[config.mk]
export PLATFORM = sky130hd
export DESIGN_NAME = uart_fifo_flat
export DESIGN_NICKNAME = d
export VERILOG_FILES = /design/src/rtl/uart_pkg.sv /design/src/rtl/uart_fifo_if.sv /design/src/rtl/sync_byte_fifo.sv /design/src/rtl/uart_fifo.sv /design/src/flat_wrapper.sv
export SDC_FILE = /design/constraint.sdc
export NUM_CORES = 1
export LEC_CHECK = 0
export CAP_MARGIN = 15
export CORE_MARGIN = 5
export CORE_UTILIZATION = 60
export DETAILED_ROUTE_END_ITERATION = 16
export HOLD_SLACK_MARGIN = 0.08
export PLACE_DENSITY = 0.79
export SYNTH_ARGS = -nofsm -noshare
export SYNTH_HDL_FRONTEND = slang
export SYNTH_SLANG_ARGS = --single-unit
[constraint.sdc]
create_clock -name clk25 -period 3.8 [get_ports clk25]
set_clock_uncertainty 0.15 [all_clocks]
set_input_delay 0.76 -clock clk25 [delete_from_list [all_inputs] [get_ports clk25]]
set_output_delay 0.76 -clock clk25 [all_outputs]
set_load 0.01 [all_outputs]
[src/rtl/uart_pkg.sv]
// Shared constants and TX drain state encoding for the UART byte-buffering stage.
package uart_pkg;

  localparam int unsigned UART_FIFO_DEPTH_LOG2_DEFAULT = 4;
  localparam int unsigned BYTE_W = 8;

  typedef enum logic [1:0] {
    ST_IDLE  = 2'd0,
    ST_START = 2'd1,
    ST_GUARD = 2'd2,
    ST_DRAIN = 2'd3
  } tx_state_e;

endpackage

[src/rtl/uart_fifo_if.sv]
// Handshake bundle between UART PHYs, serial_ctrl and uart_fifo.
interface uart_fifo_if
  import uart_pkg::*;
#(
  parameter int unsigned DEPTH_LOG2 = UART_FIFO_DEPTH_LOG2_DEFAULT
);
  localparam int unsigned CW = DEPTH_LOG2 + 1;

  logic              rxdReady_i;
  logic [BYTE_W-1:0] rxdData_i;
  logic              rxPop_i;
  logic [BYTE_W-1:0] rxData_o;
  logic              rxValid_o;
  logic [CW-1:0]     rxCount_o;
  logic              txPush_i;
  logic [BYTE_W-1:0] txData_i;
  logic              txReady_o;
  logic [CW-1:0]     txCount_o;
  logic              txdBusy_i;
  logic              txdStart_o;
  logic [BYTE_W-1:0] txdData_o;
  logic              ovClear_i;
  logic              overrun_o;
  logic              int_o;

  modport slave (
    input  rxdReady_i, rxdData_i, rxPop_i, txPush_i, txData_i, txdBusy_i, ovClear_i,
    output rxData_o, rxValid_o, rxCount_o, txReady_o, txCount_o, txdStart_o, txdData_o,
           overrun_o, int_o
  );

  modport master (
    output rxdReady_i, rxdData_i, rxPop_i, txPush_i, txData_i, txdBusy_i, ovClear_i,
    input  rxData_o, rxValid_o, rxCount_o, txReady_o, txCount_o, txdStart_o, txdData_o,
           overrun_o, int_o
  );

endinterface

[src/rtl/sync_byte_fifo.sv]
// First-word-fall-through byte FIFO; a push when full is accepted if a pop drains in the same cycle.
module sync_byte_fifo
  import uart_pkg::*;
#(
  parameter int unsigned DEPTH_LOG2 = UART_FIFO_DEPTH_LOG2_DEFAULT
) (
  input  logic              clk,
  input  logic              rst,
  input  logic              push,
  input  logic [BYTE_W-1:0] din,
  input  logic              pop,
  output logic [BYTE_W-1:0] dout,
  output logic [DEPTH_LOG2:0] count,
  output logic              full,
  output logic              empty
);
  localparam int unsigned DEPTH = 1 << DEPTH_LOG2;
  localparam int unsigned AW    = DEPTH_LOG2;
  localparam int unsigned CW    = DEPTH_LOG2 + 1;

  logic [BYTE_W-1:0] mem [DEPTH];
  logic [AW-1:0]     wr_ptr;
  logic [AW-1:0]     rd_ptr;
  logic              push_ok;
  logic              pop_ok;

  assign empty   = (count == '0);
  assign full    = (count == CW'(DEPTH));
  assign pop_ok  = pop && !empty;
  assign push_ok = push && (!full || pop_ok);
  assign dout    = empty ? 8'h00 : mem[rd_ptr];

  // Storage is deliberately left unreset.
  always_ff @(posedge clk) begin
    if (push_ok) mem[wr_ptr] <= din;
  end

  always_ff @(posedge clk) begin
    if (rst) begin
      wr_ptr <= '0;
      rd_ptr <= '0;
      count  <= '0;
    end else begin
      if (push_ok) wr_ptr <= wr_ptr + AW'(1);
      if (pop_ok)  rd_ptr <= rd_ptr + AW'(1);
      case ({push_ok, pop_ok})
        2'b10:   count <= count + CW'(1);
        2'b01:   count <= count - CW'(1);
        default: count <= count;
      endcase
    end
  end

endmodule

[src/rtl/uart_fifo.sv]
// RX/TX byte buffering between the UART PHYs and serial_ctrl, with overrun flag and TX pacing FSM.
module uart_fifo
  import uart_pkg::*;
#(
  parameter int unsigned DEPTH_LOG2 = UART_FIFO_DEPTH_LOG2_DEFAULT
) (
  input logic        clk25,
  input logic        rst,
  uart_fifo_if.slave bus
);
  logic              rx_full;
  logic              rx_empty;
  logic              rx_drop;
  logic              tx_full;
  logic              tx_empty;
  logic              tx_pop;
  logic [BYTE_W-1:0] tx_head;
  tx_state_e         state;
  logic              start_q;
  logic [BYTE_W-1:0] txd_q;
  logic              overrun_q;

  sync_byte_fifo #(.DEPTH_LOG2(DEPTH_LOG2)) u_rx_fifo (
    .clk   (clk25),
    .rst   (rst),
    .push  (bus.rxdReady_i),
    .din   (bus.rxdData_i),
    .pop   (bus.rxPop_i),
    .dout  (bus.rxData_o),
    .count (bus.rxCount_o),
    .full  (rx_full),
    .empty (rx_empty)
  );

  sync_byte_fifo #(.DEPTH_LOG2(DEPTH_LOG2)) u_tx_fifo (
    .clk   (clk25),
    .rst   (rst),
    .push  (bus.txPush_i),
    .din   (bus.txData_i),
    .pop   (tx_pop),
    .dout  (tx_head),
    .count (bus.txCount_o),
    .full  (tx_full),
    .empty (tx_empty)
  );

  // A full RX FIFO only drops the byte if nothing is popped in the same cycle.
  assign rx_drop = bus.rxdReady_i && rx_full && !bus.rxPop_i;
  assign tx_pop  = (state == ST_IDLE) && !tx_empty && !bus.txdBusy_i;

  always_ff @(posedge clk25) begin
    if (rst) begin
      state     <= ST_IDLE;
      start_q   <= 1'b0;
      txd_q     <= 8'h00;
      overrun_q <= 1'b0;
    end else begin
      if (rx_drop)            overrun_q <= 1'b1;
      else if (bus.ovClear_i) overrun_q <= 1'b0;

      start_q <= 1'b0;
      case (state)
        ST_IDLE: begin
          if (tx_pop) begin
            txd_q   <= tx_head;
            start_q <= 1'b1;
            state   <= ST_START;
          end
        end
        ST_START: state <= ST_GUARD;
        ST_GUARD: state <= ST_DRAIN;
        ST_DRAIN: if (!bus.txdBusy_i) state <= ST_IDLE;
        default:  state <= ST_IDLE;
      endcase
    end
  end

  assign bus.rxValid_o  = !rx_empty;
  assign bus.txReady_o  = !tx_full;
  assign bus.txdStart_o = start_q;
  assign bus.txdData_o  = txd_q;
  assign bus.overrun_o  = overrun_q;
  assign bus.int_o      = !rx_empty | overrun_q;

endmodule

[src/flat_wrapper.sv]
// flat-port wrapper written by rule: the top's interface ports become plain ports
module uart_fifo_flat import uart_pkg::*;
#(
  parameter int unsigned DEPTH_LOG2 = UART_FIFO_DEPTH_LOG2_DEFAULT
)
  (clk25, rst, bus_rxdReady_i, bus_rxdData_i, bus_rxPop_i, bus_txPush_i, bus_txData_i, bus_txdBusy_i, bus_ovClear_i, bus_rxData_o, bus_rxValid_o, bus_rxCount_o, bus_txReady_o, bus_txCount_o, bus_txdStart_o, bus_txdData_o, bus_overrun_o, bus_int_o);
  uart_fifo_if #(.DEPTH_LOG2(DEPTH_LOG2)) bus_i ();
  input logic clk25;
  input logic rst;
  input wire logic [$bits(bus_i.rxdReady_i)-1:0] bus_rxdReady_i;
  input wire logic [$bits(bus_i.rxdData_i)-1:0] bus_rxdData_i;
  input wire logic [$bits(bus_i.rxPop_i)-1:0] bus_rxPop_i;
  input wire logic [$bits(bus_i.txPush_i)-1:0] bus_txPush_i;
  input wire logic [$bits(bus_i.txData_i)-1:0] bus_txData_i;
  input wire logic [$bits(bus_i.txdBusy_i)-1:0] bus_txdBusy_i;
  input wire logic [$bits(bus_i.ovClear_i)-1:0] bus_ovClear_i;
  output wire logic [$bits(bus_i.rxData_o)-1:0] bus_rxData_o;
  output wire logic [$bits(bus_i.rxValid_o)-1:0] bus_rxValid_o;
  output wire logic [$bits(bus_i.rxCount_o)-1:0] bus_rxCount_o;
  output wire logic [$bits(bus_i.txReady_o)-1:0] bus_txReady_o;
  output wire logic [$bits(bus_i.txCount_o)-1:0] bus_txCount_o;
  output wire logic [$bits(bus_i.txdStart_o)-1:0] bus_txdStart_o;
  output wire logic [$bits(bus_i.txdData_o)-1:0] bus_txdData_o;
  output wire logic [$bits(bus_i.overrun_o)-1:0] bus_overrun_o;
  output wire logic [$bits(bus_i.int_o)-1:0] bus_int_o;
  assign bus_i.rxdReady_i = bus_rxdReady_i;
  assign bus_i.rxdData_i = bus_rxdData_i;
  assign bus_i.rxPop_i = bus_rxPop_i;
  assign bus_i.txPush_i = bus_txPush_i;
  assign bus_i.txData_i = bus_txData_i;
  assign bus_i.txdBusy_i = bus_txdBusy_i;
  assign bus_i.ovClear_i = bus_ovClear_i;
  assign bus_rxData_o = bus_i.rxData_o;
  assign bus_rxValid_o = bus_i.rxValid_o;
  assign bus_rxCount_o = bus_i.rxCount_o;
  assign bus_txReady_o = bus_i.txReady_o;
  assign bus_txCount_o = bus_i.txCount_o;
  assign bus_txdStart_o = bus_i.txdStart_o;
  assign bus_txdData_o = bus_i.txdData_o;
  assign bus_overrun_o = bus_i.overrun_o;
  assign bus_int_o = bus_i.int_o;
  uart_fifo #(.DEPTH_LOG2(DEPTH_LOG2)) u_core (.clk25(clk25), .rst(rst), .bus(bus_i));
endmodule
Word-level counts from Yosys, hierarchy flattened
Memories as Yosys holds them, arrays and structs flattened. A register that Yosys moved wholly into a read port is not among the register bits.
Cells that the tools add are included.

word-level totals
  memories = 2
  word-level logic and storage cells = 72
  output and inout bits = 31
  bits in registers = 30
  memory bits (writable) = 256
  input bits = 23

memories
  memory                depth  bits a word  rd ports  clocked after Yosys merged registers in  wr ports  RTL line              RTL
  u_core.u_rx_fifo.mem  16     8            1         1                                        1         sync_byte_fifo.sv:21  logic [BYTE_W-1:0] mem [DEPTH];
  u_core.u_tx_fifo.mem  16     8            1         1                                        1         sync_byte_fifo.sv:21

operators by class
  equality and inequality tests = 11
  bitwise operators = 2
  multiplexer cells = 15
  add/sub/neg operators = 8
  reductions and logical operators = 25

operators with widths
  operator                                                                count
  5-bit one-hot mux with 2 select lines                                   2
  4-bit by 1-bit adder with 4-bit output (second input constant)          4
  5-bit by 1-bit adder with 5-bit output (second input constant)          2
  5-bit equality test (second input constant)                             2
  5-bit zero test                                                         2
  5-bit by 1-bit subtractor with 5-bit output (second input constant)     2
  2-bit equality test (second input constant)                             4
  1-bit logical AND                                                       8
  4-bit 2-to-1 mux                                                        2
  8-bit 2-to-1 mux                                                        1
  2-bit one-hot mux with 4 select lines                                   1
  1-bit 2-to-1 mux                                                        7
  2-bit by 1-bit equality test with 1-bit output (second input constant)  3
  1-bit zero test                                                         6
  2-bit nonzero test                                                      3
  2-bit 2-to-1 mux                                                        2
  2-bit != test (second input constant)                                   2
  2-bit AND reduction                                                     2
  2-bit zero test                                                         1
  1-bit logical OR                                                        2
  2-bit OR reduction                                                      1
  1-bit NOT                                                               1
  1-bit OR                                                                1

Longest topological paths before layout
Gate-level depths: netlist of run 1.

  depth in word-level cells = 9
  gate-level depth with buffers = 12
  mapped depth without buffers = 12

By module
From an unflattened synthesis of run 1, not the netlist that was laid out.

second synthesis, totals
  cell total of the unflattened synthesis = 717
  area, all modules = 12467.0 um2

by module, submodules not included
  module                              cells an instance  area an instance (um2)  times used
  sync_byte_fifo at u_core.u_rx_fifo  332                5968.2                  1
  sync_byte_fifo at u_core.u_tx_fifo  332                5964.5                  1
  uart_fifo                           53                 534.3                   1

Worst setup path before layout of run 1
No wires, ideal clock.

  path type = input to register
  from = in bus_rxPop_i
  to = reg u_core.u_rx_fifo.count[4]
  buffers on the path = 0
  setup time = 71 ps
  setup slack = 864 ps
  arrival = 2715 ps
  stages on the path = 10
  path through = inv_1 > a31oi_2 > inv_1 > ha_1 > fa_1 > a21o_1 > a21oi_1 > xor2_1 > or3_1 > a21oi_1

between the ends
  word-level cells in the longest chain between the ends = 5

ends and longest elaborated chain
  what                                                                                   RTL line              RTL
  from (decl)                                                                            flat_wrapper.sv:12    input wire logic [$bits(bus_i.rxPop_i)-1:0] bus_rxPop_i;
  1-bit logical AND *                                                                    sync_byte_fifo.sv:29  assign pop_ok = pop && !empty;
  1-bit logical OR                                                                       sync_byte_fifo.sv:30  assign push_ok = push && (!full || pop_ok);
  1-bit logical AND                                                                      sync_byte_fifo.sv:30
  2-bit by 1-bit equality test with 1-bit output or 2-bit equality test (tied branches)  sync_byte_fifo.sv:46  case ({push_ok, pop_ok})
  5-bit one-hot mux with 2 select lines or 2-bit nonzero test (tied branches)            n/a
  to (signal assigned)                                                                   sync_byte_fifo.sv:47  2'b10: count <= count + CW'(1);
  to (signal assigned)                                                                   sync_byte_fifo.sv:48  2'b01: count <= count - CW'(1);
  to (signal assigned)                                                                   sync_byte_fifo.sv:49  default: count <= count;
  to (decl)                                                                              sync_byte_fifo.sv:13  output logic [DEPTH_LOG2:0] count,

Mark *: on every way between the ends. The rest lies on a longest branch, timed or not.
A chain may end at the register's enable or synchronous reset.

Final worst setup path of run 1
  from = reg u_core.u_rx_fifo.count[0]
  to = out bus_rxData_o[1]

between the ends
  word-level cells in the longest chain between the ends = 2

ends and longest elaborated chain
  what              RTL line              RTL
  5-bit zero test   sync_byte_fifo.sv:27  assign empty = (count == '0);
  8-bit 2-to-1 mux  sync_byte_fifo.sv:31  assign dout = empty ? 8'h00 : mem[rd_ptr];
  to (decl)         flat_wrapper.sv:17    output wire logic [$bits(bus_i.rxData_o)-1:0] bus_rxData_o;

No other way between the ends.

==> results of run 1 <==
[flip-flops by register name, indices dropped and copies added (netlist names), named ones only]
| name | cells |
|---|---|
| u_core.u_rx_fifo.mem | 128 |
| u_core.u_tx_fifo.mem | 128 |
| u_core.bus.txdData_o | 8 |
| u_core.u_rx_fifo.count | 5 |
| u_core.u_tx_fifo.count | 5 |
| u_core.u_rx_fifo.rd_ptr | 4 |
| u_core.u_rx_fifo.wr_ptr | 4 |
| u_core.u_tx_fifo.rd_ptr | 4 |
| u_core.u_tx_fifo.wr_ptr | 4 |
| u_core.state | 2 |
| u_core.bus.overrun_o | 1 |
| u_core.bus.txdStart_o | 1 |
[cells in the final DEF, fill, tap and decap left out, types with 18 or more instances in the layout]
cell / instances
buf_4: 37
clkbuf_16: 29
clkdlybuf4s50_1: 53
dfxtp_1: 40
edfxtp_1: 256
ha_1: 21
mux2i_1: 55
mux4_2: 48
nand2_1: 18
nor2_1: 70
o22ai_1: 24
[cell usage after synthesis (all sizes together), types with 10 or more instances]
library cell and number:
mux2i 55, edfxtp 256, a21oi 11, o22ai 24
buf 12, clkbuf 22, nor2 70, ha 21
nand2 19, inv 16, xor2 10, dfxtp 42
mux4 48
[worst reg2reg max path: cells and delay by family (launching register included)]
family | cells | cell delay, ns
XOR/XNOR | 1 | 0.11
AND/OR/NAND/NOR | 2 | 0.79
flip-flops | 1 | 0.38
adder cells (fa/ha/maj) | 2 | 0.70
buffers and inverters | 1 | 0.17
AO/OA/AOI/OAI | 4 | 0.65
[power breakdown]
part | internal, mW | leakage, nW | switching [mW] | total [mW]
sequential | 3.73 | 2.66 | 0.147 | 3.88
combinational | 1.10 | 1.39 | 1.12 | 2.22
clock | 1.68 | 0.457 | 1.15 | 2.83
total | 6.51 | 4.50 | 2.42 | 8.93
[path summary, 6_finish.rpt]
check,startpoint,to,slack [ns],depth (start not counted)
setup reg to reg,u_core.u_rx_fifo.count[0],u_core.u_rx_fifo.count[4],0.78,10
hold reg to reg,u_core.bus.overrun_o,u_core.bus.overrun_o,0.33,2
hold / removal,u_core.bus.overrun_o,u_core.bus.overrun_o,0.33,2
setup / recovery,u_core.u_rx_fifo.count[0],bus_rxData_o[1],0.24,5
[what timing repair did]
action	in CTS	in global routing
gates resized for setup	0	1
endpoints found under the setup margin	0	1
hold endpoints to repair	0	0
[cell type report]
cell class              count  area, um^2
well taps                 265       331.6
fillers                  1197        5589
repair buffers             92       855.8
inverters                  16       60.06
clock inverters            15       178.9
flip-flops and latches    298        8531
clock buffers              39       763.2
multi-input cells         337        3153
[cells by family (layout without fill, tap and decap cells)]
logic type	count (synthesis)	count (layout)	share of synthesized area
AOI/OAI and AO/OA	65	65	0.03897
xor gates and xnor gates	19	19	0.01401
adders and majority gates	23	23	0.02549
buffers and inverters	50	162	0.01696
DFF	298	298	0.7179
muxes	103	103	0.1373
and+or+nand+nor	127	127	0.04939
[routing by layer]
| metal | track usage | routed length [um] |
|---|---|---|
| met1 | 0.2857 | 9610 |
| met2 | 0.3732 | 12150 |
| met3 | 0.03341 | 1236 |
| met4 | 0.04941 | 446 |
| met5 | 0 | 0 |
==> impl_summary.log, run 1 <==
INFO  metric design.die.area = approximately 23000 um^2
INFO  metric cell_type_with_the_highest_occurrence_count_on_the_critical_path = nand2_1
INFO  metric synthArstFlopShare = 0
INFO  metric clock_tree_from_tritoncts = done
INFO  metric final_layout_size_suffix_gt1_frac = 0.1794
INFO  metric via_count = approximately 6.3k
INFO  metric place_congestion = about 0.90
INFO  metric tritoncts.num_buffers = 29
INFO  metric detailed_place.area = roughly 13000 um^2
INFO  metric setup_viol = 0
INFO  metric wirelength = 23440 um
INFO  metric power.leakage = between 4 and 5 nW
INFO  metric final_hold_slack = around 0.33 ns
INFO  metric data_arrival_at_the_endpoint_of_the_critical_path = 2.65 ns
INFO  metric design.final.nets = 820
INFO  metric grt_max_degree = between 50 and 60
INFO  metric critical_path.max_fanout = 8
INFO  metric synth_area = roughly 12000 um^2
INFO  metric cts.sink_count = between 200 and 300
INFO  metric start_util = 0.6104
INFO  metric cts-htree-levels = 1
INFO  metric post-cts-setup-buffers = 0
INFO  metric min_period_over_period = 0.9356
INFO  metric final_design_area_no_fill = between 10000 and 15000 um^2
INFO  metric power.density = approximately 640 nW/um^2
INFO  metric syn2layout_area_growth = 16.78%
INFO  metric synth.net_count = 731
INFO  metric numPortBuffers = 53
INFO  metric grt_usage = 0.2133
INFO  metric synth-seq-cells = between 200 and 300
INFO  metric ys.flop_type = edfxtp_1
INFO  metric critPathTopFamily = simple AND/OR/NAND/NOR gates
INFO  metric fin_ws = 0.2447 ns
INFO  metric avgRoutedWirePerCell = roughly 22 um
INFO  metric num_io_pins = 54
INFO  metric maximum_vdd_drop = about 0.59 mV
INFO  metric detail-route-antenna-nets = 0
INFO  metric detailedRoute.firstPassIterationCount = 5
INFO  metric result_of_the_run = finished, final reports clean
INFO  metric hold_class = reg -> reg
INFO  metric finalCriticalPeriod = about 3.6 ns
INFO  metric avgViaCountPerCell = 5.919
INFO  metric via_count_of_the_first_global_routing_pass = 6579
INFO  metric ys_warn_count = 0
INFO  metric fin_cells = 1062
INFO  metric hpwlAfterDp = between 10000 and 15000 um
INFO  metric synth_top_area_share = 0.6471
INFO  metric netlist-cell-type-count = 41
INFO  metric power.total = between 8 and 9 mW
INFO  metric grt_pass1_wl = between 30000 and 40000 um
INFO  metric synth_sequential_area_ratio = 0.7179
INFO  metric synth-edff-count = about 260
INFO  metric worstSkewPairLatency = roughly 0.54 ns
INFO  metric timing.critical_path.from_type = flip-flop
INFO  metric die_height = ~150 um
INFO  metric synth_top_cell_by_area = edfxtp_1
INFO  metric gr_ovfl_total = 0
INFO  metric post_cts_hold_buffer_count = 0
INFO  metric critical_path_required = 2.89 ns
INFO  metric initial_antenna_violation_count = 0
INFO  metric hold_viol_final = 0
INFO  metric post-place-ws = approximately 0.35 ns
INFO  metric synth.area.top_cells = edfxtp_1 (65%), mux4_2 (9.1%), dfxtp_1 (7.1%)
INFO  metric critPathKind = reg -> out
INFO  metric timing.max_cap.violations = 0
INFO  metric worstSetupEndpointType = output port
INFO  metric maxClockFrequency = about 0.28 GHz
INFO  metric syn-instance-count = around 690
INFO  metric register_clock_pin_slew_on_the_reported_worst_setup_and_hold_paths = roughly 0.060 ns
INFO  metric die_width = ~150 um
INFO  metric cell_by_cell_trace_of_the_critical_path = nor4_2 > nand2_1 > nand2_1 > o22ai_1 > clkdlybuf4s50_1
INFO  metric slew_headroom = 0.4295
INFO  metric setup_tns = 0 ns
INFO  metric utilization = 0.7128
INFO  metric crit_path_top_delay_cell = clkdlybuf4s50_1
INFO  metric rsz_0062_raised_after_global_routing = false
INFO  metric fp-row-count = slightly above 50
INFO  metric crit_path_buffers_inverters = 1
INFO  metric post_synth.cell_area_avg = 17.34 um^2
INFO  metric drt_drc_violations_left = 0
INFO  metric worstMarginPinSlew = approximately 0.85 ns
INFO  metric dpl.cell_count = 1007
INFO  metric cp_slowest_stage_delay = 0.51 ns
INFO  metric core_area = between 15000 and 20000 um^2
INFO  metric antennaDiodeCount = 0
INFO  metric final_max_tran_viols = 0
INFO  metric cts_root_buffer = clkbuf_16
INFO  metric first_iter_violations = approximately 490
INFO  metric cts-root-to-sink-buffers = 3
Note: power is estimated with default switching activity, not from simulation.
==> run 2: changes to the inputs <==
CORE_ASPECT_RATIO = 1.4   (was default)
SETUP_SLACK_MARGIN = 0.4   (was default)
SKIP_LAST_GASP = 1   (was default)
==> run 2 against run 1 <==
Effect of this change: via count decreased by 0.14%; power is 1.0% lower; worst setup slack better by 0.20 ns; routed wire length grew 4.7%; register-to-register slack gained 0.11 ns; sequential share of layout area rose by 0.34 points; critical endpoint is now bus_rxData_o[2].
==> impl_summary.log, run 2 (synthesized netlist as in run 1, its figures left out) <==
INFO  metric die_width = approximately 130 um
INFO  metric critical_path_required = about 2.9 ns
INFO  metric place_congestion = 0.8737
INFO  metric cts-htree-levels = 1
INFO  metric start_util = 0.6033
INFO  metric tritoncts.num_buffers = 27
INFO  metric fin_ws = ~0.44 ns
INFO  metric post-place-ws = roughly 0.46 ns
INFO  metric avgRoutedWirePerCell = ~24 um
INFO  metric num_io_pins = 54
INFO  metric cts-root-to-sink-buffers = 3
INFO  metric critPathKind = reg -> out
INFO  metric design.die.area = roughly 23000 um^2
INFO  metric maximum_vdd_drop = ~0.48 mV
INFO  metric grt_max_degree = 40
INFO  metric avgViaCountPerCell = 6.024
INFO  metric grt_usage = 0.2212
INFO  metric result_of_the_run = finished, final reports clean
INFO  metric clkPwrFrac = 0.302
INFO  metric maxClockFrequency = between 0.2 and 0.3 GHz
INFO  metric worstHoldEndpoint = u_core.bus.txdData_o[4]
INFO  metric initial_antenna_violation_count = 0
INFO  metric syn2layout_area_growth = 16.18%
INFO  metric die_height = about 180 um
INFO  metric grt_pass1_wl = between 30000 and 40000 um
INFO  metric internal_power = 6.426 mW
INFO  metric via_count = about 6.3k
INFO  metric wl_met3 = 1047 um
INFO  metric worstMarginPinSlew = 0.8516 ns
INFO  metric cts.sink_count = 298
INFO  metric final_layout_size_suffix_gt1_frac = 0.1772
INFO  metric crit-reg2reg-launch = u_core.u_rx_fifo.count[0]
INFO  metric top_layer = met4
INFO  metric critical_path.reg2reg.endpoint = u_core.u_rx_fifo.count[4]
INFO  metric register_clock_pin_slew_on_the_reported_worst_setup_and_hold_paths = approximately 0.060 ns
INFO  metric via_count_of_the_first_global_routing_pass = 6779
INFO  metric design.final.nets = 815
INFO  metric hold_class = reg -> reg
INFO  metric p_comb_frac = 0.254
INFO  metric min_period_over_period = 0.8834
INFO  metric share_seq_of_total_power = 0.444
INFO  metric clock_tree_from_tritoncts = done
INFO  metric post_cts_hold_buffer_count = 0
INFO  metric met1Wirelength = between 8000 and 9000 um
INFO  metric most-common-layout-cells = edfxtp_1 (256), nor2_1 (70), mux2i_1 (54)
INFO  metric setup_tns = 0 ns
INFO  metric data_arrival_at_the_endpoint_of_the_critical_path = around 2.5 ns
INFO  metric drt_drc_violations_left = 0
INFO  metric cts_root_buffer = clkbuf_16
INFO  metric min_delay_path_depth = 2
INFO  metric gr_ovfl_total = 0
INFO  metric reg2regPathDepth = 10
INFO  metric met2WireLength = 13960 um
INFO  metric worstSkewPairLatency = roughly 0.52 ns
INFO  metric first_iter_violations = 417
INFO  metric worstSetupEndpointType = output port
INFO  metric slew_headroom = 0.4302
INFO  metric power.share.switching = 0.2731
INFO  metric timing.critical_path.from_type = flip-flop
INFO  metric numPortBuffers = 53
INFO  metric power.switching = 2.414 mW
INFO  metric reg2reg_slack = between 0.8 and 0.9 ns
INFO  metric antennaDiodeCount = 0
INFO  metric power.density = ~640 nW/um^2
INFO  metric fp-row-count = 61
INFO  metric hpwlAfterDp = about 16000 um
INFO  metric setup_viol = 0
INFO  metric power.leakage = 4.515 nW
INFO  metric min_from = u_core.bus.txdData_o[4]
INFO  metric final_max_tran_viols = 0
INFO  metric finalCriticalPeriod = 3.357 ns
INFO  metric detail-route-antenna-nets = 0
INFO  metric rsz_0062_raised_after_global_routing = true
INFO  metric critical_path.max_fanout = 8
INFO  metric wirelength = between 20000 and 25000 um
INFO  metric timing.max_cap.violations = 0
INFO  metric detailedRoute.firstPassIterationCount = 5
INFO  metric core_area = 19690 um^2
INFO  metric mostFrequentLayoutCell = edfxtp_1
INFO  metric hold_viol_final = 0
[run 2: cell types whose count changed in the layout (fill, tap and decap cells not counted), moves of 2 or more]
cell and change:
nand2_1 -2, dlygate4sd2_1 +4, dlymetal6s2s_1 +2, buf_4 -5, nand2_2 +2, clkbuf_16 -2
buf_6 +2, clkbuf_8 +2, clkbuf_1 -3, clkinv_1 +2, clkdlybuf4s50_1 -6
[run 2: worst max-delay path by stage]
stage / cells past startpoint / end / startpoint
5_1_grt: 5 / bus_rxData_o[3] / flip-flop
3_3_place_gp: 11 / u_core.u_rx_fifo.count[4] / bus_rxPop_i
3_5_place_dp: 11 / u_core.u_tx_fifo.count[4] / bus_txdBusy_i
4_1_cts: 5 / bus_rxData_o[1] / flip-flop
6_report: 5 / bus_rxData_o[2] / flip-flop
2_1_floorplan: 10 / u_core.u_rx_fifo.count[4] / bus_rxPop_i
[run 2: power groups by stage]
stage | Clock [mW] | Combinational (mW) | Sequential, mW
floorplan | 0 | 1.38 | 3.95
detailed placement | 0 | 2.18 | 4.00
CTS | 2.72 | 2.28 | 3.93
global placement | 0 | 2.11 | 3.99
finish | 2.67 | 2.24 | 3.93
global route | 2.87 | 2.44 | 3.95
[run 2: critical path: stages (launching register included)]
cell and delay, ns:
dfxtp_4 0.39, buf_6 0.17, mux4_2 0.54, mux2i_1 0.21, o22ai_1 0.12, clkdlybuf4s50_1 0.49
[run 2: cell type report]
class	instances	area, um^2
clock buffers	36	729.5
multi-input cells	337	3171
repair buffers	89	845.8
flip-flops and latches	298	8533
fillers	1247	5889
clock inverters	14	147.6
well taps	252	315.3
inverters	16	60.06
[run 2: stage by stage]
step                      hold WS [ns]  area [um^2]  std cells  total power, mW  utilization
after floorplan                 0.3347        11880        685            5.332            -
after global placement          0.3426        12850        989            6.098       0.6524
after detailed placement        0.3423        12850        989            6.185       0.6524
after CTS                       0.3628        13790       1042            8.918       0.7003
after global routing            0.3841        13800       1042            9.262       0.7009
final                           0.3624        13800       1042            8.840       0.7009
[run 2: metal layers]
layer  vias up  track usage
li1       2842            -
met1      3185       0.2563
met2       199       0.4183
met3        51      0.02815
met4         0      0.07268
met5         -            0
[run 2: repair_timing]
action                                  in CTS  in global routing
setup buffers                                2                  0
cloned                                       1                  0
endpoints found under the setup margin       9                  4
resized for setup                           10                  4
==> run 3: changes to the inputs <==
--- a/config.mk
+++ b/config.mk
@@ -11,2 +11,3 @@
 export CORE_UTILIZATION = 60
+export CTS_CLUSTER_DIAMETER = 80
 export DETAILED_ROUTE_END_ITERATION = 16
==> constraint.sdc (replaced) <==
create_clock -name clk25 -period 3.8 [get_ports clk25]
set_clock_uncertainty 0.15 [all_clocks]
set_input_delay 0.38 -clock clk25 [delete_from_list [all_inputs] [get_ports clk25]]
set_output_delay 0.38 -clock clk25 [all_outputs]
set_load 0.01 [all_outputs]
==> run 3 against run 2 <==
Effect of this change: routed wire length down 4.8%; combinational power is 4% lower; fmax rose by 5.9%; clock power barely moved; critical path type unchanged.
==> impl_summary.log, run 3 (synthesized netlist as in run 1, its figures left out) <==
INFO  metric final-seq-area = about 8500 um^2
INFO  metric min_from = bus_rxdReady_i
INFO  metric cts_root_buffer = clkbuf_16
INFO  metric via_count = roughly 6.1k
INFO  metric start_util = 0.6033
INFO  metric final_layout_size_suffix_gt1_frac = 0.1484
INFO  metric rsz_0062_raised_after_global_routing = false
INFO  metric cts.sink_count = between 200 and 300
INFO  metric crit_path_top_delay_cell = dfxtp_4
INFO  metric numPortBuffers = 53
INFO  metric reg2reg_slack = 0.83 ns
INFO  metric worstMarginPinSlew = slightly below 0.9 ns
INFO  metric cts-root-to-sink-buffers = 3
INFO  metric design.final.nets = 796
INFO  metric cell_by_cell_trace_of_the_critical_path = buf_4 > mux4_2 > mux2i_1 > o22ai_1 > clkdlybuf4s50_1
INFO  metric grt_usage = 0.2112
INFO  metric tritoncts.num_buffers = 27
INFO  metric avgViaCountPerCell = 5.971
INFO  metric via_count_of_the_first_global_routing_pass = 6537
INFO  metric worstSetupEndpointType = output port
INFO  metric critical_path_required = between 3 and 4 ns
INFO  metric number_of_logic_stages_on_the_critical_path_including_buffering = 5
INFO  metric fp-row-count = 61
INFO  metric final_max_tran_viols = 0
INFO  metric setup_tns = 0 ns
INFO  metric worstSkewPairLatency = roughly 0.53 ns
INFO  metric first_iter_violations = 377
INFO  metric crit_path_buffers_inverters = 2
INFO  metric wirelength = 23380 um
INFO  metric hold_class = in -> reg
INFO  metric gr_ovfl_total = 0
INFO  metric result_of_the_run = finished, final reports clean
INFO  metric place_congestion = about 0.85
INFO  metric avgRoutedWirePerCell = approximately 23 um
INFO  metric data_arrival_at_the_endpoint_of_the_critical_path = between 2 and 3 ns
INFO  metric maxClockFrequency = ~0.32 GHz
INFO  metric slew_headroom = 0.4059
INFO  metric min_period_over_period = 0.8343
INFO  metric grt_pass1_wl = between 30000 and 40000 um
INFO  metric power.leakage = around 4.3 nW
INFO  metric finalCriticalPeriod = about 3.2 ns
INFO  metric timing.critical_path.from_type = flip-flop
INFO  metric critPathKind = reg -> out
INFO  metric critical_path.max_fanout = 16
INFO  metric multi_input_comb_area = about 3200 um^2
INFO  metric hpwlAfterDp = between 15000 and 20000 um
INFO  metric maximum_vdd_drop = between 0.4 and 0.5 mV
INFO  metric detail-route-antenna-nets = 0
INFO  metric critPathTopFamily = buffers and inverters
INFO  metric hold_viol_final = 0
INFO  metric fillerInstances = around 1.2k
INFO  metric critical_path.reg2reg.endpoint = u_core.u_rx_fifo.count[4]
INFO  metric initial_antenna_violation_count = 1
INFO  metric num_io_pins = between 50 and 60
INFO  metric setup.worst_path.end = bus_rxData_o[3]
INFO  metric core_area = 19690 um^2
INFO  metric timing.max_cap.violations = 0
INFO  metric grt_max_degree = 40
INFO  metric setup_viol = 0
INFO  metric drt_drc_violations_left = 0
INFO  metric clock_tree_from_tritoncts = done
INFO  metric register_clock_pin_slew_on_the_reported_worst_setup_and_hold_paths = 0.06 ns
INFO  metric design.die.area = ~23000 um^2
INFO  metric detailedRoute.firstPassIterationCount = 4
INFO  metric die_height = between 150 and 200 um
INFO  metric die_width = ~130 um
INFO  metric post_cts_hold_buffer_count = 0
INFO  metric syn2layout_area_growth = 14.34%
INFO  metric reg2regPathDepth = 9
INFO  metric detailed_place.area = roughly 13000 um^2
INFO  metric cts-htree-levels = 1
INFO  metric cp_slowest_stage_delay = about 0.55 ns
INFO  metric most-common-layout-cells = edfxtp_1 (256), nor2_1 (70), mux2i_1 (55)
INFO  metric power.density = 642.4 nW/um^2
INFO  metric final_design_area_no_fill = 13580 um^2
INFO  metric mostFrequentLayoutCell = edfxtp_1
INFO  metric crit-reg2reg-launch = u_core.u_rx_fifo.count[0]
==> run 3: final cells by class <==
| cell class | count | area share |
|---|---|---|
| Tap cell | 252 | 0.02321 |
| Sequential cell | 298 | 0.6282 |
| Clock buffer | 37 | 0.05324 |
| Clock inverter | 10 | 0.009487 |
| Timing Repair Buffer | 70 | 0.04937 |
| Antenna cell | 1 | 0.0001842 |
| Multi-Input combinational cell | 337 | 0.2319 |
| Inverter | 16 | 0.004421 |
==> run 3: routing by layer <==
layer,up-vias,global-route usage,routed length (um)
met4,0,0.07793,776
met5,-,0,0
met1,3097,0.2485,8496
met3,48,0.02694,967
li1,2800,-,-
met2,151,0.3914,13140
==> run 3: report_power, final <==
part           total, mW  leakage, nW  internal, mW  switching (mW)
Combinational       2.15         1.26          1.08            1.07
Sequential          3.93         2.66          3.74           0.197
Clock               2.65        0.417          1.53            1.11
Total               8.73         4.34          6.35            2.37
==> run 3: stage by stage <==
stage	total power, mW	instances	setup WS, ns	utilization	hold WS [ns]
after floorplan	5.332	685	1.044	-	0.3289
after global placement	6.063	973	0.6689	0.6463	0.3558
after detailed placement	6.159	973	0.5937	0.6463	0.3596
after CTS	8.815	1020	0.5623	0.6897	0.3040
after global routing	9.146	1021	0.4500	0.6899	0.3250
final	8.727	1021	0.6298	0.6899	0.3237
==> run 3: worst min-delay path, cell delays in order <==
cell and delay (ns):
clkdlybuf4s50_1 0.42, nand4_1 0.10, a21oi_1 0.06
==> run 3: worst min path at each step <==
stage | end | slack, ns | cells after the start
2_1_floorplan | u_core.u_rx_fifo.mem[0][0] | 0.33 | 0
3_3_place_gp | u_core.bus.txdData_o[1] | 0.36 | 2
3_5_place_dp | u_core.bus.txdData_o[7] | 0.36 | 2
4_1_cts | u_core.bus.overrun_o | 0.30 | 3
5_1_grt | u_core.bus.overrun_o | 0.33 | 3
6_report | u_core.bus.overrun_o | 0.32 | 3
==> run 3: what timing repair did <==
action,4_1_cts,5_1_grt
hold endpoints to repair,0,0
setup endpoints to repair,8,0
buffers inserted,0,0
resized for setup,1,0
==> edit: new RTL, flow settings as in run 1 <==
Change the package constant `BYTE_W` from 8 to 6.
--- a/src/rtl/uart_pkg.sv
+++ b/src/rtl/uart_pkg.sv
@@ -2,7 +2,7 @@
 package uart_pkg;
 
   localparam int unsigned UART_FIFO_DEPTH_LOG2_DEFAULT = 4;
-  localparam int unsigned BYTE_W = 8;
+  localparam int unsigned BYTE_W = 6;
 
   typedef enum logic [1:0] {
     ST_IDLE  = 2'd0,
Ports: changed (resized bus_rxData_o, bus_rxdData_i, bus_txData_i and bus_txdData_o); port bits go from 54 to 46. No check against the original RTL was run, so the function may have changed too.
==> edit against run 1 <==
Area after synthesis down 21%. Die area down 19%. Synthesized cell count decreased by 17%. Routed wire length is 26% lower. Via count decreased by 20%. Design area down 22%. Power down 22%. Worst setup slack better by 0.031 ns. Clock power down 27%. Combinational power decreased by 17%. Sequential cell count decreased by 66. Critical endpoint unchanged.
==> edit: results (changes against run 1) <==
outcome completed (unchanged); critical-path maximum fanout 24 (was 8); Synth cell types 42 (was 41); Non-clk bufs 60 (was 92); met1 WL 6840 microns (was 9610 microns); metal3 WL 894 microns (was 1240 microns); fraction of area in clock buffers and inverters 6.42% (was 6.79%); Pleak 3.53 nW (was 4.50 nW); fin cells 859 (was 1062); Final #Nets 674 (was 820); Post-Syn Instances 571 (was 685); Post-Synth XOR/XNOR Area 1.77% (was 1.40%); routing usage on met1 24.8% (was 28.6%); multi-input gates 299 (was 337); Max VDD drop 0.000456 V (was 0.000588 V); Placed Cells 817 (was 1007); placed inst area 10100 sq um (was 12900 sq um); post-synthesis mux area share 13.2% (was 13.7%); Fillers 984 (was 1197); CTS buffer count 23 (was 29); HP Start u_core.bus.overrun_o$_SDFFE_PP0P_ (unchanged); Crit path arrival time 2.61 ns (was 2.65 ns); Total GRT Usage 19.4% (was 21.3%); NonClk Buf Share 5.37% (was 6.17%); sequential fraction of the synthesis area 69.8% (was 71.8%); worst r2r src u_core.u_rx_fifo.count[2]$_SDFFE_PP0P_ (was u_core.u_rx_fifo.count[0]$_SDFFE_PP0P_); crit path setup slack, layout 0.276 ns (was 0.245 ns); multi-input combinational area share 24.7% (was 22.7%); final hold slack 0.364 ns (was 0.329 ns); drt via density 5.84 (was 5.92); grt met2 use 34.1% (was 37.3%); Layout Area Growth over Synthesis 15.3% (was 16.8%); Clk Latency, worst-skew pair 0.49 ns (was 0.54 ns); first-pass GRT wire length 27600 microns (was 36900 microns); most frequent cells after synthesis edfxtp_1 (192), nor2_1 (67), mux2i_1 (43) (was edfxtp_1 (256), nor2_1 (70), mux2i_1 (55)); EDFF count, synth 192 (was 256); routed wire length 17200 microns (was 23400 microns); worst stage delay on the critical path 0.60 ns (was 0.51 ns); largest net degree at the start of global routing 39 (was 52); Placement Setup Slack 0.413 ns (was 0.349 ns); compound-gate portion of the synthesized area 4.24% (was 3.90%); Mapped Nets 613 (was 731); worst-margin pin slew 1.06 ns (was 0.853 ns); vias in the first global route 5104 (was 6579); DRT iter0 DRCs 419 (was 486); largest cells by area after synthesis edfxtp_1 (61%), mux4_2 (8.6%), dfxtp_1 (8.5%) (was edfxtp_1 (65%), mux4_2 (9.1%), dfxtp_1 (7.1%)); IO buf count 45 (was 53); post-route cell area 10900 sq um (was 13900 sq um); diodes inserted 0 (unchanged); share of layout cells above drive strength 1 14.2% (was 17.9%); RD Place Congestion 0.871 (was 0.902); Seq Cell Count 232 (was 298); Adder-Cell Fraction of Synth Area 3.22% (was 2.55%); met3 usage 3.12% (was 3.34%)
## edit: critical path, delay by kind of cell, from the launching register on
family / cells / cell delay (ns)
AOI/OAI and AO/OA: 1 / 0.11
muxes: 2 / 0.78
DFF: 1 / 0.31
buffers and inverters: 2 / 0.92
## edit: report_power, final
| group | internal, mW | switching, mW |
|---|---|---|
| Clock | 1.21 | 0.862 |
| Combinational | 0.928 | 0.914 |
| Sequential | 2.91 | 0.138 |
## edit: path summary, 6_finish.rpt
path	end	cells after the start
hold reg to reg	u_core.bus.overrun_o$_SDFFE_PP0P_	2
setup reg to reg	u_core.u_rx_fifo.count[4]$_SDFFE_PP0P_	10
hold / removal	u_core.bus.overrun_o$_SDFFE_PP0P_	2
setup / recovery	bus_rxData_o[1]	5
## edit: cell families (layout without fill, tap and decap cells)
family	Yosys count	count (layout)
compound gates	56	56
buf+inv	40	117
simple gates	122	122
xor+xnor	19	19
mux	79	79
flops	232	232
fa+ha+maj	23	23
